### src/rtl/tdm_pkg.sv
// ---------------------------------------------------------------------------
// tdm_pkg
// Shared types and constants for the TDM burst framer (clk100m domain).
//   DATA_W            : width of the post_processing result word (8+8+1)
//   SYNC_WORD_DEFAULT : default frame header word
//   framer_state_t    : framer FSM states
// ---------------------------------------------------------------------------
package tdm_pkg;

  localparam int DATA_W = 17;

  localparam logic [DATA_W-1:0] SYNC_WORD_DEFAULT = 17'h1_5A5A;

  typedef enum logic [1:0] {
    IDLE,
    HDR,
    PAYLOAD,
    TRAILER
  } framer_state_t;

endpackage

### src/rtl/sync_fifo.sv
// ---------------------------------------------------------------------------
// sync_fifo
// Single-clock FIFO with an occupancy counter.
//   clk, rst : clock, synchronous active-high reset (empties the FIFO)
//   wr_en    : write request, ignored while full
//   wr_data  : write word
//   rd_en    : pop request, ignored while empty
//   rd_data  : head word, driven from the storage registers
//   full     : count == DEPTH
//   empty    : count == 0
//   count    : registered occupancy, 0..DEPTH
// DEPTH must be a power of two so the pointers wrap naturally.
// ---------------------------------------------------------------------------
module sync_fifo #(
  parameter int WIDTH = 17,
  parameter int DEPTH = 16,
  localparam int PTR_W = $clog2(DEPTH),
  localparam int CNT_W = PTR_W + 1
) (
  input  logic             clk,
  input  logic             rst,
  input  logic             wr_en,
  input  logic [WIDTH-1:0] wr_data,
  input  logic             rd_en,
  output logic [WIDTH-1:0] rd_data,
  output logic             full,
  output logic             empty,
  output logic [CNT_W-1:0] count
);

  logic [WIDTH-1:0] mem [DEPTH];
  logic [PTR_W-1:0] wr_ptr;
  logic [PTR_W-1:0] rd_ptr;
  logic             push;
  logic             pop;

  // Flags derive from the registered count only, so a write is refused while
  // full even when a pop happens in the same cycle.
  assign full  = (count == CNT_W'(DEPTH));
  assign empty = (count == '0);
  assign push  = wr_en && !full;
  assign pop   = rd_en && !empty;

  assign rd_data = mem[rd_ptr];

  always_ff @(posedge clk) begin
    if (rst) begin
      wr_ptr <= '0;
      rd_ptr <= '0;
      count  <= '0;
    end else begin
      if (push) wr_ptr <= wr_ptr + 1'b1;
      if (pop)  rd_ptr <= rd_ptr + 1'b1;
      case ({push, pop})
        2'b10:   count <= count + 1'b1;
        2'b01:   count <= count - 1'b1;
        default: count <= count;
      endcase
    end
  end

  // Storage is data only; it carries no reset.
  always_ff @(posedge clk) begin
    if (push) mem[wr_ptr] <= wr_data;
  end

endmodule

### src/rtl/tdm_burst_framer.sv
// ---------------------------------------------------------------------------
// tdm_burst_framer
// Buffers the post_processing result stream and emits fixed-length frames:
// sync header, BURST_LEN payload words and, when TDM_FRAMER_CHECKSUM_EN is
// defined, an XOR checksum trailer. Output uses a valid/ready handshake.
//   clk, rst   : clk100m, synchronous active-high reset
//   din        : input word, din_valid qualifies it
//   dout       : framed output word, dout_valid qualifies it
//   dout_ready : consumer accepts dout on dout_valid && dout_ready
//   dout_sof   : high with the header word
//   dout_eof   : high with the last word of the frame
//   overflow   : sticky, an input word was dropped because the FIFO was full
//   frame_cnt  : completed frames, wraps at 16 bits
// Optional macro: TDM_FRAMER_CHECKSUM_EN (adds the checksum trailer).
// ---------------------------------------------------------------------------
module tdm_burst_framer
  import tdm_pkg::*;
#(
  parameter int               WIDTH      = DATA_W,
  parameter int               BURST_LEN  = 8,
  parameter int               FIFO_DEPTH = 16,
  parameter logic [WIDTH-1:0] SYNC_WORD  = WIDTH'(SYNC_WORD_DEFAULT)
) (
  input  logic             clk,
  input  logic             rst,
  input  logic [WIDTH-1:0] din,
  input  logic             din_valid,
  output logic [WIDTH-1:0] dout,
  output logic             dout_valid,
  input  logic             dout_ready,
  output logic             dout_sof,
  output logic             dout_eof,
  output logic             overflow,
  output logic [15:0]      frame_cnt
);

  localparam int CNT_W = $clog2(FIFO_DEPTH) + 1;
  localparam int IDX_W = $clog2(BURST_LEN);

  localparam logic [CNT_W-1:0] BURST_CNT = CNT_W'(BURST_LEN);
  localparam logic [IDX_W-1:0] LAST_IDX  = IDX_W'(BURST_LEN - 1);
`ifndef TDM_FRAMER_CHECKSUM_EN
  localparam logic [IDX_W-1:0] PRE_LAST  = IDX_W'(BURST_LEN - 2);
`endif

  framer_state_t    state;
  logic [IDX_W-1:0] idx;
  logic [WIDTH-1:0] fifo_head;
  logic [CNT_W-1:0] fifo_count;
  logic             fifo_full;
  logic             fifo_empty;
  logic             fifo_pop;
  logic             xfer;
  logic             burst_ready;
`ifdef TDM_FRAMER_CHECKSUM_EN
  logic [WIDTH-1:0] csum;
`endif

  sync_fifo #(
    .WIDTH (WIDTH),
    .DEPTH (FIFO_DEPTH)
  ) u_fifo (
    .clk     (clk),
    .rst     (rst),
    .wr_en   (din_valid),
    .wr_data (din),
    .rd_en   (fifo_pop),
    .rd_data (fifo_head),
    .full    (fifo_full),
    .empty   (fifo_empty),
    .count   (fifo_count)
  );

  assign xfer        = dout_valid && dout_ready;
  assign burst_ready = (fifo_count >= BURST_CNT);

  // The output register refills from the FIFO head in the same cycle the
  // current word is accepted: on the header, and on every payload word except
  // the last (the last one's successor is the trailer or the next header).
  assign fifo_pop = xfer && !fifo_empty &&
                    ((state == HDR) || ((state == PAYLOAD) && (idx != LAST_IDX)));

  // --- framer FSM and registered output stage ---
  always_ff @(posedge clk) begin
    if (rst) begin
      state      <= IDLE;
      idx        <= '0;
      dout       <= '0;
      dout_valid <= 1'b0;
      dout_sof   <= 1'b0;
      dout_eof   <= 1'b0;
      frame_cnt  <= 16'd0;
    end else begin
      case (state)
        IDLE: begin
          // A frame only starts with a whole burst buffered, so the payload
          // can never underrun mid-frame.
          if (burst_ready) begin
            dout       <= SYNC_WORD;
            dout_valid <= 1'b1;
            dout_sof   <= 1'b1;
            dout_eof   <= 1'b0;
            state      <= HDR;
          end
        end

        HDR: begin
          if (xfer) begin
            dout     <= fifo_head;
            dout_sof <= 1'b0;
            dout_eof <= 1'b0;
            idx      <= '0;
            state    <= PAYLOAD;
`ifdef TDM_FRAMER_CHECKSUM_EN
            csum     <= '0;
`endif
          end
        end

        PAYLOAD: begin
          if (xfer) begin
`ifdef TDM_FRAMER_CHECKSUM_EN
            csum <= csum ^ dout;
`endif
            if (idx != LAST_IDX) begin
              dout <= fifo_head;
              idx  <= idx + 1'b1;
`ifndef TDM_FRAMER_CHECKSUM_EN
              dout_eof <= (idx == PRE_LAST);
`endif
            end else begin
`ifdef TDM_FRAMER_CHECKSUM_EN
              // The word being accepted is folded in directly so the trailer
              // is ready on the very next cycle.
              dout     <= csum ^ dout;
              dout_eof <= 1'b1;
              state    <= TRAILER;
`else
              frame_cnt <= frame_cnt + 16'd1;
              dout_eof  <= 1'b0;
              if (burst_ready) begin
                dout     <= SYNC_WORD;
                dout_sof <= 1'b1;
                state    <= HDR;
              end else begin
                dout_valid <= 1'b0;
                state      <= IDLE;
              end
`endif
            end
          end
        end

`ifdef TDM_FRAMER_CHECKSUM_EN
        TRAILER: begin
          if (xfer) begin
            frame_cnt <= frame_cnt + 16'd1;
            dout_eof  <= 1'b0;
            if (burst_ready) begin
              dout     <= SYNC_WORD;
              dout_sof <= 1'b1;
              state    <= HDR;
            end else begin
              dout_valid <= 1'b0;
              state      <= IDLE;
            end
          end
        end
`endif

        default: begin
          dout_valid <= 1'b0;
          dout_sof   <= 1'b0;
          dout_eof   <= 1'b0;
          state      <= IDLE;
        end
      endcase
    end
  end

  // --- sticky overflow ---
  always_ff @(posedge clk) begin
    if (rst) begin
      overflow <= 1'b0;
    end else if (din_valid && fifo_full) begin
      overflow <= 1'b1;
    end
  end

endmodule

### config.mk
export PLATFORM = sky130hd
export DESIGN_NAME = tdm_burst_framer
export DESIGN_NICKNAME = d
export VERILOG_FILES = /design/src/rtl/tdm_pkg.sv /design/src/rtl/sync_fifo.sv /design/src/rtl/tdm_burst_framer.sv
export SDC_FILE = /design/constraint.sdc
export NUM_CORES = 1
export LEC_CHECK = 0
export ABC_AREA = 1
export CAP_MARGIN = 25
export CORE_MARGIN = 2
export CORE_UTILIZATION = 35
export CTS_BUF_LIST = sky130_fd_sc_hd__clkbuf_4 sky130_fd_sc_hd__clkbuf_8
export CTS_CLUSTER_DIAMETER = 50
export CTS_CLUSTER_SIZE = 24
export DETAILED_ROUTE_END_ITERATION = 6
export PLACE_DENSITY = 0.53
export SLEW_MARGIN = 20
export SYNTH_ARGS = -nofsm -noshare
export SYNTH_HDL_FRONTEND = slang
export SYNTH_SLANG_ARGS = --single-unit
### constraint.sdc
create_clock -name clk -period 5.4 [get_ports clk]
set_input_delay 1.08 -clock clk [delete_from_list [all_inputs] [get_ports clk]]
set_output_delay 1.08 -clock clk [all_outputs]
set_load 0.02 [all_outputs]
==> results by group, run 1 <==
Power
  – Leak: 5.20 nW
  – Power Density: 361 mW/mm²
  – Peak VDD IR: 0.000126 V

CTS
  – H-tree depth: 2
  – CTS Buf Count: 37
  – Clock sinks: 331
  – CTS Root Cell: clkbuf_8
  – TritonCTS clock tree: built
  – Clk slew on worst S/H paths: 80 ps
  – Hold Buf Count CTS: 0
  – Clk_lat worst skew: 590 ps
  – Setup bufs post-CTS: 0
  – Clock Path Buffers: 3
  – PostCTS Resize Cnt: 0

Outcome
  – Status: completed

Die
  – Die extent in y: 201 µm
  – Std-Cell Rows: 71
  – Die footprint: 0.0402 mm²
  – Initial Util: 35.7%
  – Boundary Pins: 58
  – Core area: 0.0378 mm²
  – Die Wd: 201 µm

Global route
  – First-pass GRT wire length: 52400 µm
  – Initial antenna violation count: 0
  – Total GRT Usage: 16.7%
  – Largest net degree at the start of global routing: 82
  – Total grt overflow: 0
  – Vias in the first global route: 8677

Drt
  – DR DRC count: 0
  – Via density: 5.09
  – Total Wirelength: 33900 µm
  – WL/cell: 19.3 µm
  – Routed Antenna Nets: 0
  – Vias: 8926
  – First DRT Iteration DRCs: 750
  – DR pass1 iterations: 5

Timing
  – Clock period minus worst slack: 3180 ps
  – Final Max Slew Viols: 0
  – Final hold vios: 0
  – Peak Freq: 0.315 GHz
  – RSZ-0062 raised after global routing: no
  – Least-Margin Pin Slew: 971 ps
  – Final TNS setup: 0 ps
  – Final setup vio count: 0
  – Period utilization: 58.9%
  – Slew margin rel.: 35.2%
  – Max Clock Skew: 53.4 ps

Hold path
  – Min-delay src: overflow$_SDFFE_PP0P_
  – HP Class: reg2reg

Worst setup path
  – WP data arrival: 3640 ps
  – Crit Path Category: in2reg
  – Critical Path RT: 5860 ps
  – Crit. End Element: flop
  – Crit Path Max Fanout: 12
  – Crit path from: dout_ready
  – Worst r2r src: idx[0]$_SDFFE_PP0P_
  – Startpoint Class: primary input

Placement
  – GP Congestion: 0.778
  – Dpl hpwl: 19500 µm
  – Port bufs: 57

Synth
  – Post-Synthesis Cells: 1162
  – Ys Warns: 0
  – Synth top area share: 60.4%
  – Synth unique cells: 43
  – Synth area leader: edfxtp_1
  – Top cells by area, synth: edfxtp_1 (60%), dfxtp_1 (8.7%), o21ai_0 (7.0%)
  – Mapped Area: 0.0135 mm²
  – Syn_nets: 1200
  – Syn_area_per_cell: 11.6 µm²
  – Post-synthesis sequential area ratio: 69.2%
  – FF+latch count, synth: 331

Layout
  – Antenna cell count: 0
  – Layout cells sized above 1: 10.5%
  – Area delta synth->final: 15.0%
  – Layout Utilization: 41.1%
  – Most frequent cells in the layout: edfxtp_1 (272), o21ai_0 (189), nor2_1 (185), nand2_1 (93)
  – Nets: 1253
  – Leading cell type in the layout, fill and taps excluded: edfxtp_1

Flow run
  – MaxCap Viol Count: 0
==> registers in the layout, summed over array words and instances (netlist names), 2 cells and up, named ones only <==
signal / cells
dout: 17
frame_cnt: 16
idx: 3
state: 2
u_fifo.count: 5
u_fifo.mem: 272
u_fifo.rd_ptr: 4
u_fifo.wr_ptr: 4
==> power breakdown <==
group / internal, mW / switching, mW / leakage [nW]
clock: 0.914 / 1.01 / 0.423
sequential: 2.84 / 0.0627 / 2.94
combinational: 0.266 / 0.515 / 1.84
==> critical path, stage by stage <==
cell	delay, ps
clkdlybuf4s50_1	460
nand2_1	110
inv_1	160
nand2_1	170
nor2_2	410
ha_1	350
xor2_1	210
ha_1	170
inv_1	40
nand2_1	80
nand2_1	70
nand2_1	70
nand2_1	40
nand2_1	50
nand2_1	40
a21oi_1	110
==> cells by family (layout without fill, tap and decap cells) <==
family,count (synthesis),count (layout),synth area share (%)
xor gates and xnor gates,6,6,0.389
and+or+nand+nor,374,374,11.9
AOI/OAI and AO/OA,319,319,13.4
DFF,331,331,69.2
adders and majority gates,17,17,1.57
buffers and inverters,115,196,3.56
==> metrics by stage <==
| stage | instance area (µm²) | hold slack [ps] | worst slack, ps | power (mW) | std cells |
|---|---|---|---|---|---|
| after global placement | 14600 | 441 | 1750 | 3.74 | 1682 |
| final | 15500 | 454 | 2220 | 5.62 | 1754 |
| after global routing | 15500 | 485 | 2010 | 5.87 | 1754 |
| after floorplan | 13500 | 447 | 2610 | 3.44 | 1162 |
| after CTS | 15500 | 456 | 2280 | 5.67 | 1751 |
| after detailed placement | 14700 | 445 | 1710 | 3.75 | 1684 |
==> layer usage <==
metal  up-vias  GRT usage, %  routed length [µm]  part of all wire (%)
met5         -             0                   0                     0
met4         0          4.23                 646                   1.9
met3        41          2.32                1370                   4.0
met2       173          27.9               16300                    48
met1      4388          23.1               15600                    46
li1       4324             -                   -                     -
==> cell type report <==
| class | instances | area [µm²] |
|---|---|---|
| fillers | 3636 | 22300 |
| flip-flops and latches | 331 | 9350 |
| multi-input cells | 716 | 3730 |
| repair buffers | 80 | 774 |
| well taps | 511 | 639 |
| clock buffers | 38 | 523 |
| clock inverters | 29 | 327 |
| inverters | 49 | 185 |
==> path summary, 6_finish.rpt <==
kind                                                      to  slack (ps)  cells past startpoint
worst min register to register         overflow$_SDFFE_PP0P_         450                      2
worst max register to register  u_fifo.count[4]$_SDFFE_PP0P_        2450                     18
worst min-delay path                   overflow$_SDFFE_PP0P_         450                      2
worst max-delay path            u_fifo.count[4]$_SDFFE_PP0P_        2220                     16
==> cells in the mapped netlist, drive strengths merged <==
cell type,count
nand2,99
a311oi,1
o21ai,192
nor3,4
nand3,45
inv,46
edfxtp,272
buf,29
xnor2,1
xor2,5
nand4,11
dfxtp,59
a21oi,35
a211oi,1
clkinv,3
o211ai,21
o21a,2
a31oi,17
nor4,2
o21ba,1
o221ai,21
ha,17
clkbuf,37
a31o,1
and3,3
nor2,210
o22ai,27
No activity file was read; power rests on OpenSTA's default activity.
==> inputs of run 2 (changes only) <==
==> constraint.sdc (replaced) <==
create_clock -name clk -period 3.1 [get_ports clk]
set_input_delay 0.62 -clock clk [delete_from_list [all_inputs] [get_ports clk]]
set_output_delay 0.62 -clock clk [all_outputs]
set_load 0.02 [all_outputs]
==> run 2 against run 1 <==
  * Sequential power is 74% higher
  * Critical path depth is 2 higher
  * Non-clock buffer count is 20 higher
  * Sequential share of layout area is 0.66 points lower
  * Largest power group unchanged
  * Count of clock-buffer cells in the layout is 5 higher
  * Die area stayed put
==> results by group, run 2 (synthesis results as in run 1) <==
Outcome
  – Status: completed

Die
  – Die extent in y: 201 µm
  – Core area: 0.0378 mm²
  – Boundary Pins: 58
  – Std-Cell Rows: 71
  – Die Wd: 201 µm
  – Die footprint: 0.0402 mm²
  – Initial Util: 35.7%

CTS
  – Clock sinks: 331
  – PostCTS Resize Cnt: 0
  – H-tree depth: 2
  – Clk_lat worst skew: 560 ps
  – Clock Path Buffers: 3
  – Clk slew on worst S/H paths: 70 ps
  – Setup bufs post-CTS: 0
  – CTS Buf Count: 38
  – Hold Buf Count CTS: 0
  – TritonCTS clock tree: built
  – CTS Root Cell: clkbuf_8

Power
  – Pwr Total: 9.82 mW
  – Power Density: 625 mW/mm²
  – Leak: 5.33 nW
  – Peak VDD IR: 0.000399 V

Global route
  – Vias in the first global route: 9033
  – Total grt overflow: 0
  – First-pass GRT wire length: 53600 µm
  – Total GRT Usage: 17.0%
  – Largest net degree at the start of global routing: 137
  – Initial antenna violation count: 0

Drt
  – Via density: 5.18
  – DR pass1 iterations: 5
  – WL/cell: 19.4 µm
  – DR DRC count: 0
  – Routed Antenna Nets: 0
  – Vias: 9191
  – Total Wirelength: 34500 µm
  – First DRT Iteration DRCs: 762

Hold path
  – HP Class: reg2reg
  – Min-delay src: overflow$_SDFFE_PP0P_

Layout
  – Register with the most flip-flops: u_fifo.mem
  – Area delta synth->final: 16.2%
  – Final instance area: 0.0157 mm²
  – Antenna cell count: 0
  – Nets: 1274
  – Layout cells sized above 1: 12.0%
  – Leading cell type in the layout, fill and taps excluded: edfxtp_1
  – Post-route insts no fill: 1776
  – Max reg flops: 272
  – Most frequent cells in the layout: edfxtp_1 (272), o21ai_0 (189), nor2_1 (185), nand2_1 (93)
  – Biggest regs: u_fifo.mem (272), dout (17), frame_cnt (16)

Worst setup path
  – WP data arrival: 3060 ps
  – Worst r2r src: idx[0]$_SDFFE_PP0P_
  – Startpoint Class: flop
  – Crit Path Max Fanout: 4
  – Largest stage delay, worst path: 340 ps
  – Crit Path Category: reg2reg
  – Slowest-stage cell, CP: dfxtp_1
  – Critical Path RT: 3580 ps
  – Top cell by count, worst path: nand2_1
  – Crit path from: idx[0]$_SDFFE_PP0P_
  – Worst reg-to-reg setup slack: 530 ps
  – Crit. End Element: flop
  – Worst-path cell chain: ha_1, ha_1, inv_1, nand2_1, nand2_1, nand2_1, nor2_2, ha_1, xor2_1, ha_1, inv_1, nand2_1, nand2_1, nand2_1, nand2_1, nand2_1, nand2_1, a21oi_1

Placement
  – Dpl hpwl: 20700 µm
  – Port bufs: 57
  – Cell count after placement: 1707
  – Placed inst area: 0.0148 mm²
  – GP Congestion: 0.749

Timing
  – Peak Freq: 0.389 GHz
  – Final setup vio count: 0
  – Max Clock Skew: 29.2 ps
  – Period utilization: 83.0%
  – Final Max Slew Viols: 0
  – Slew margin rel.: 40.8%
  – RSZ-0062 raised after global routing: no
  – Final TNS setup: 0 ps
  – Clock period minus worst slack: 2570 ps
  – Final hold vios: 0
  – Least-Margin Pin Slew: 887 ps

Flow run
  – MaxCap Viol Count: 0
run 2: worst paths after layout:
check	to	depth (start not counted)
worst max register to register	u_fifo.count[4]$_SDFFE_PP0P_	18
worst min-delay path	overflow$_SDFFE_PP0P_	2
worst min register to register	overflow$_SDFFE_PP0P_	2
worst max-delay path	u_fifo.count[4]$_SDFFE_PP0P_	18
run 2: final cells by class:
type / instances / area [µm²]
clock buffers: 43 / 573
clock inverters: 26 / 290
fillers: 3618 / 22100
inverters: 49 / 185
multi-input cells: 716 / 3720
flip-flops and latches: 331 / 9350
well taps: 511 / 639
repair buffers: 100 / 943
run 2: metrics by stage:
step | worst slack (ps) | utilization, % | hold WS [ps]
3_5_place_dp | 166 | 39.2 | 442
2_1_floorplan | 725 | - | 447
5_1_grt | 142 | 41.5 | 492
3_3_place_gp | 195 | 39.2 | 441
6_report | 526 | 41.5 | 451
4_1_cts | 526 | 41.5 | 454
run 2: critical path, delay by kind of cell, from the launching register on:
| family | cells | cell delay [ps] |
|---|---|---|
| XOR/XNOR | 1 | 230 |
| flip-flops | 1 | 340 |
| AO/OA/AOI/OAI | 1 | 110 |
| AND/OR/NAND/NOR | 10 | 850 |
| adder cells (fa/ha/maj) | 4 | 880 |
| buffers and inverters | 2 | 120 |
run 2: power by group:
part | switching, mW | internal (mW)
logic | 0.927 | 0.480
registers | 0.102 | 4.95
clock network | 1.71 | 1.65
run 2: layer usage:
metal / track usage, % / part of all wire (%) / vias up / wire length, µm
met5: 0 / 0 / - / 0
met4: 6.67 / 3.6 / 0 / 1250
met3: 2.47 / 4.8 / 69 / 1650
met2: 28.1 / 48 / 232 / 16500
met1: 22.7 / 44 / 4527 / 15100
li1: - / - / 4363 / -
